File: src/rtl/pipeline_sequencer.sv
// Pipeline sequencing controller for the 5-stage core: hazards, flushes,
// end-of-program stop, debug halt/step/resume and stall/flush statistics.
module pipeline_sequencer #(
    parameter int DRAIN_CYCLES = 3,
    parameter int CNT_W        = 16
) (
    input  logic             clk,
    input  logic             reset,
    input  logic [4:0]       id_rs1,
    input  logic [4:0]       id_rs2,
    input  logic             id_uses_rs2,
    input  logic             ex_mem_read,
    input  logic [4:0]       ex_rd,
    input  logic             mem_branch_taken,
    input  logic             wb_end,
    input  logic             dbg_halt_req,
    input  logic             dbg_step,
    input  logic             dbg_resume,
    output logic             pc_en,
    output logic             if_id_en,
    output logic             id_ex_en,
    output logic             ex_mem_en,
    output logic             mem_wb_en,
    output logic             if_id_flush,
    output logic             id_ex_flush,
    output logic             ex_mem_flush,
    output logic             halted,
    output logic             ended,
    output logic [CNT_W-1:0] stall_count,
    output logic [CNT_W-1:0] flush_count
);

    typedef enum logic [1:0] {RUN, DRAIN, HALTED, STEP} state_t;

    localparam logic [2:0] DRAIN_INIT = 3'(DRAIN_CYCLES);

    state_t     state, state_nx;
    logic [2:0] drain_cnt, drain_nx;
    logic       ended_nx;
    logic       stall_inc, flush_inc;
    logic       load_use;

    assign load_use = ex_mem_read && (ex_rd != 5'd0) &&
                      ((ex_rd == id_rs1) ||
                       (id_uses_rs2 && (ex_rd == id_rs2)));

    always_ff @(posedge clk or negedge reset) begin
        if (!reset) begin
            state       <= RUN;
            drain_cnt   <= 3'd0;
            ended       <= 1'b0;
            stall_count <= '0;
            flush_count <= '0;
        end else begin
            state     <= state_nx;
            drain_cnt <= drain_nx;
            ended     <= ended_nx;
            if (stall_inc && (stall_count != '1))
                stall_count <= stall_count + 1'b1;
            if (flush_inc && (flush_count != '1))
                flush_count <= flush_count + 1'b1;
        end
    end

    always_comb begin
        state_nx     = state;
        drain_nx     = drain_cnt;
        ended_nx     = ended;
        stall_inc    = 1'b0;
        flush_inc    = 1'b0;
        pc_en        = 1'b1;
        if_id_en     = 1'b1;
        id_ex_en     = 1'b1;
        ex_mem_en    = 1'b1;
        mem_wb_en    = 1'b1;
        if_id_flush  = 1'b0;
        id_ex_flush  = 1'b0;
        ex_mem_flush = 1'b0;
        halted       = 1'b0;
        // While reset is held the outputs stay at free-running values
        if (reset) begin
            unique case (state)
                RUN, STEP: begin
                    if (mem_branch_taken) begin
                        if_id_flush  = 1'b1;
                        id_ex_flush  = 1'b1;
                        ex_mem_flush = 1'b1;
                        flush_inc    = 1'b1;
                    end else if (load_use) begin
                        pc_en       = 1'b0;
                        if_id_en    = 1'b0;
                        id_ex_flush = 1'b1;
                        stall_inc   = 1'b1;
                    end
                    if (state == STEP) begin
                        state_nx = HALTED;
                        if (wb_end) ended_nx = 1'b1;
                    end else if (wb_end) begin
                        state_nx = HALTED;
                        ended_nx = 1'b1;
                    end else if (dbg_halt_req) begin
                        state_nx = DRAIN;
                        drain_nx = DRAIN_INIT;
                    end
                end
                DRAIN: begin
                    pc_en       = 1'b0;
                    if_id_flush = 1'b1;
                    if (mem_branch_taken) begin
                        id_ex_flush  = 1'b1;
                        ex_mem_flush = 1'b1;
                        flush_inc    = 1'b1;
                    end
                    if (wb_end) begin
                        state_nx = HALTED;
                        ended_nx = 1'b1;
                        drain_nx = 3'd0;
                    end else if (drain_cnt <= 3'd1) begin
                        state_nx = HALTED;
                        drain_nx = 3'd0;
                    end else begin
                        drain_nx = drain_cnt - 3'd1;
                    end
                end
                HALTED: begin
                    pc_en     = 1'b0;
                    if_id_en  = 1'b0;
                    id_ex_en  = 1'b0;
                    ex_mem_en = 1'b0;
                    mem_wb_en = 1'b0;
                    halted    = 1'b1;
                    if (!ended) begin
                        if (dbg_resume)    state_nx = RUN;
                        else if (dbg_step) state_nx = STEP;
                    end
                end
                default: state_nx = RUN;
            endcase
        end
    end

endmodule

File: config.mk
export PLATFORM = sky130hd
export DESIGN_NAME = pipeline_sequencer
export DESIGN_NICKNAME = d
export VERILOG_FILES = /design/src/rtl/pipeline_sequencer.sv
export SDC_FILE = /design/constraint.sdc
export NUM_CORES = 1
export LEC_CHECK = 0
export BUFFER_PORTS_ARGS = -buffer_cell sky130_fd_sc_hd__buf_2
export CAP_MARGIN = 20
export CORE_ASPECT_RATIO = 1.25
export CORE_MARGIN = 2
export CORE_UTILIZATION = 46
export DETAILED_ROUTE_END_ITERATION = 8
export PLACE_DENSITY = 0.76
export SYNTH_ARGS = -nofsm -noshare
export SYNTH_HDL_FRONTEND = slang
export SYNTH_SLANG_ARGS = --single-unit
File: constraint.sdc
create_clock -name clk -period 2.3 [get_ports clk]
set_clock_uncertainty 0.1 [all_clocks]
set_input_delay 0.23 -clock clk [delete_from_list [all_inputs] [get_ports clk]]
set_output_delay 0.23 -clock clk [all_outputs]
set_load 0.02 [all_outputs]
**Word-level counts from Yosys, hierarchy flattened**

Cells that the tools add are included.

- Register bits after elaboration: 38
- Bits of input ports: 24
- Memories: 0
- Bits in read-only memories: 0
- Word-level logic and storage cells: 75
- Output and inout bits: 42
- Bits in latches: 0
- RAM bits: 0

- Reduce and logical (&&, ||, !) cells: 15
- Multipliers: 0
- Add/subtract/negate cells: 3
- Muxes and demuxes: 37
- Shift operators: 0
- Bitwise logic cells: 0
- Divide/modulo/power cells: 0
- Order comparisons: 1
- Equal/unequal tests: 14

Operator list:

| operator | count |
|---|---|
| 16-bit by 1-bit adder with 16-bit output, second input constant | 2 |
| 16-bit != test, second input constant | 2 |
| 1-bit 2-to-1 mux | 18 |
| 2-bit 2-to-1 mux | 8 |
| 3-bit 2-to-1 mux | 5 |
| 5-bit == test | 2 |
| 5-bit AND reduction | 2 |
| 2-bit != test, second input constant | 4 |
| 1-bit one-hot mux with 2 select lines | 4 |
| 3-bit != test, second input constant | 2 |
| 2-bit one-hot mux with 3 select lines | 1 |
| 3-bit one-hot mux with 2 select lines | 1 |
| 1-bit logical AND | 5 |
| 5-bit nonzero test | 1 |
| 2-bit == test, second input constant | 2 |
| 4-bit != test, second input constant | 1 |
| 2-bit OR reduction | 2 |
| 3-bit by 1-bit less-or-equal comparator with 1-bit output, second input constant | 1 |
| 3-bit AND reduction | 1 |
| 3-bit OR reduction | 1 |
| 3-bit by 1-bit subtractor with 3-bit output, second input constant | 1 |
| 2-bit by 1-bit == test with 1-bit output, second input constant | 1 |
| 2-bit logical NOT | 1 |
| 2-bit nonzero test | 1 |
| 1-bit logical OR | 1 |

**Logic depth before layout (Yosys ltp)**

- Word-level depth: 9
- Mapped depth: 9
- Mapped depth without buffers: 8

**Worst setup path after synthesis**

OpenSTA, ideal clock, no wires.

- Kind: register to register
- From: register state[0]
- To: register stall_count[11]
- Period minus slack after synthesis: 2.255 ns
- Required time: 2.120 ns
- Setup time: 0.080 ns
- Setup slack: 0.045 ns
- Stages on the path, launching flop included: 9
- Path buffers: 0
- Data arrival time: 2.076 ns
- Cell sequence: dfrtp_1 -> inv_1 -> ha_1 -> inv_1 -> nand3_2 -> or3_4 -> nor4_4 -> and4_1 -> xor2_1

- Word-level cells in the longest chain between the ends: 5
- Elaborated cells between the ends (all ways): 6
- Classes of those cells: eq/ne: 1; mux: 2; reduce/logical: 3

Ends and longest elaborated chain:

| what | line | source |
|---|---|---|
| start: declaration | 37 | `state_t state, state_nx;` |
| start signal: assignment | 55 | `state <= state_nx;` |
| 2-bit == test / 2-bit logical NOT (equally long branches) | 82 | `unique case (state)` |
| 2-bit OR reduction * | 82 |  |
| 1-bit 2-to-1 mux * | 82 |  |
| 1-bit 2-to-1 mux * | 81 | `if (reset) begin` |
| 1-bit logical AND * | 58 | `if (stall_inc && (stall_count != '1))` |
| end signal: assignment | 59 | `stall_count <= stall_count + 1'b1;` |
| end: declaration | 29 | `output logic [CNT_W-1:0] stall_count,` |

Mark *: on every way between the ends. The rest lies on a longest branch, timed or not.
A chain may end at the register's enable or synchronous reset.

**Worst setup path after layout**

- From: register state[1]
- To: register stall_count[7]

The elaborated chain is that of the path after synthesis.

==> impl_results.md <==
* Status: completed
* Mapped Avg Cell Area at 9.756 sq um
* Min Tclk post-route at 2167 ps
* Pwr per Cell Area at 846.1 mW/mm^2
* Maximum fanout along the worst path at 5
* Number of antenna violations at the first check in global routing at 0
* Total wire length at 4719 um
* DRT Pass-1 Iters at 4
* Final setup TNS at 0 ps
* Max transition margin at 0.6945
* Largest net degree at the start of global routing at 41
* Area share of the largest cell type after synthesis at 0.4391
* Hold endpoint: ended$_DFFE_PN0P_
* Die height at 80.72 um
* # rows at 27
* DPL Wire Length at 3608 um
* Area Growth Syn to Fin at 26.11%
* Syn Nets at 254
* Peak VDD IR at 608.3 uV
* Top cell type by total area after synthesis: dfrtp_1
* Yosys cell types at 38
* Flop2flop setup slack at 130 ps
* Clk pwr share at 0.241
* H-tree Lvls at 2
* # diodes at 0
* Top post-synthesis cells by area: dfrtp_1 44%, xnor2_1 10%, ha_1 4.6%
* Nets@finish at 331
* CTS tree: yes
* Initial Util at 0.4857
* Hold_sp: wb_end
* Clock sink total at 38
* Tot GR Track Use at 0.1967
* Most common cell in the synthesized netlist: dfrtp_1
* CP most frequent cell: inv_1
* Drt via density at 5.193
* Crit-path cells: inv_1 -> ha_1 -> inv_1 -> nand3_2 -> or3_4 -> nand2b_1 -> nor3_1 -> xor2_1
* Critical path class: register to register
* WHS at 127.5 ps
* Yosys warns at 0
* Max Cap Viol at 0
* Switching Power at 0.8533 mW
* CP max stage cell: or3_4
* Cell area after layout at 0.002731 sq mm
* Sw Share at 0.3693
* Clock transition at the registers of the reported paths at 80 ps
* Post-Synthesis Cells at 222
* Fillers at 396
* Endpoints failing hold at 0
* Synth cell count leaders: 38 x dfrtp_1, 25 x xnor2_1, 23 x nand2_1
* Critical Path RT at 2410 ps
* Worst endpoint data arrival time at 2270 ps
* CP peak stage delay at 410 ps
* Die footprint at 0.005277 sq mm
* Hold Path Stages at 2
* Worst r2r path cells at 8
* Ratio of final minimum period to clock period at 0.9422
* Cell area after synthesis at 0.002166 sq mm
* Static Leak at 1.409 nW
* Final-report max-slew violation count at 0
* DR vias at 1859
* Nature of the critical path endpoint: register
* Comb power frac at 0.390
* Iter 0 DRT Violations at 93
* Power Internal at 1.458 mW
* Setup slack at placement at 48.06 ps
* FF-to-FF End: stall_count[7]$_DFFE_PN0P_
* Part of the Yosys area used for sequential elements at 0.4391
* Ports at 66
* EDFF count, synth at 0
* Ys flop type: dfrtp_1
* Wirelength per Cell at 13.18 um
* CP startpoint kind: register
* Setup-failing EPs final at 0
* Design Power at 2.311 mW
* Dpl cell area at 0.002579 sq mm
* RSZ-0062 raised after global routing: yes
* Antenna-violating nets left at 0
* Die W at 65.38 um
* Fmax at 461.5 MHz
* Measured slew at the worst slew-check pin at 454.1 ps
* Fraction of layout cells with a size suffix above 1 at 0.3033
* CTS Buf Count at 5
* Vias in the first global route at 1847
* Root buffer cell: clkbuf_8
* Register area at 950.9 sq um
* I/O Buffers at 65
* Clock Path Buffers at 2
* HP Class: input port to register
* Post-synth ARST share at 1.000
* FF+latch count, synth at 38
* Final worst slack at 132.9 ps
* Register share of total power at 0.369
* Global-route wire length before repair at 8038 um
* Area taken by multi-input logic gates at 0.001155 sq mm
* Skew-Pair Late Insertion Delay at 290 ps
* DRC violations left at 0
* Worst r2r src: state[1]$_DFFE_PN0P_
* GPL Wtd Cong at 0.7735
* Total gr overflow at 0
* Core Box Area at 0.004459 sq mm
## power by group through the flow
stage / clock network (mW) / logic (mW) / registers [mW]
6_report: 0.558 / 0.900 / 0.853
3_5_place_dp: 0 / 0.854 / 0.873
5_1_grt: 0.601 / 0.997 / 0.871
3_3_place_gp: 0 / 0.834 / 0.868
4_1_cts: 0.570 / 0.860 / 0.860
2_1_floorplan: 0 / 0.499 / 0.923
## flip-flops by register name, summed over array words and instances, names as in the netlist
signal / cells
flush_count: 16
stall_count: 16
drain_cnt: 3
state: 2
ended: 1
## cells by family (layout without fill, tap and decap cells)
family	count (synthesis)	count (layout)	share of synthesized area
adder cells (fa/ha/maj)	8	8	0.04622
AO/OA/AOI/OAI	26	26	0.07222
flip-flops	38	38	0.4391
AND/OR/NAND/NOR	93	93	0.2397
multiplexers	5	5	0.02599
XOR/XNOR	36	36	0.1456
buffers and inverters	16	94	0.03119
## cells in the final DEF, fill, tap and decap left out, types with 2 or more instances in the layout
master / instances
mux2_2: 5
nand4_1: 12
dfrtp_1: 38
nor2b_1: 3
o21ai_0: 8
buf_4: 7
nor2_1: 14
xor2_1: 11
a21oi_1: 7
nor3_1: 7
clkbuf_8: 5
ha_1: 8
buf_2: 65
and4_1: 2
and2_1: 2
and3_1: 5
xnor2_1: 25
clkinv_2: 2
inv_1: 12
nand2_1: 23
nor4_1: 2
nand2b_1: 5
o22ai_1: 2
nand3_1: 10
## routing by layer
metal	track usage	share of wire
met5	0	0
met4	0.06667	0.017
met3	0.05742	0.047
met2	0.3439	0.52
met1	0.2294	0.42
## final cells by class
type                    instances  area share
clock buffers                   5     0.02519
clock inverters                 3     0.01466
inverters                      12     0.01649
multi-input cells             168      0.4228
flip-flops and latches         38      0.3481
well taps                      58     0.02657
repair buffers                 74      0.1461
## worst max path at each step
stage / from / to / slack [ps] / cells past startpoint
2_1_floorplan: state[0]$_DFFE_PN0P_ / stall_count[11]$_DFFE_PN0P_ / 40 / 8
3_3_place_gp: state[0]$_DFFE_PN0P_ / stall_count[11]$_DFFE_PN0P_ / 120 / 8
3_5_place_dp: state[0]$_DFFE_PN0P_ / stall_count[11]$_DFFE_PN0P_ / 50 / 8
4_1_cts: state[0]$_DFFE_PN0P_ / stall_count[11]$_DFFE_PN0P_ / 20 / 8
5_1_grt: state[0]$_DFFE_PN0P_ / stall_count[7]$_DFFE_PN0P_ / -50 / 8
6_report: state[1]$_DFFE_PN0P_ / stall_count[7]$_DFFE_PN0P_ / 130 / 8
## what timing repair did
item,in CTS,in global routing
hold buffers,1,0
setup endpoints to repair,0,14
gates resized for setup,0,3
buffers inserted,0,3
hold endpoints to repair,3,0
## stage by stage
step             util  std cells
6_report       0.6125        358
5_1_grt        0.6125        358
4_1_cts        0.6049        355
3_5_place_dp   0.5783        346
3_3_place_gp   0.5783        346
2_1_floorplan       -        222
## worst max-delay path, delay by kind of cell, from the launching register on
family,cells,cell delay (ps)
adders and majority gates,1,280
buffers and inverters,2,160
and+or+nand+nor,4,1020
xor gates and xnor gates,1,160
DFF,1,370
(Power assumes the default switching activity.)
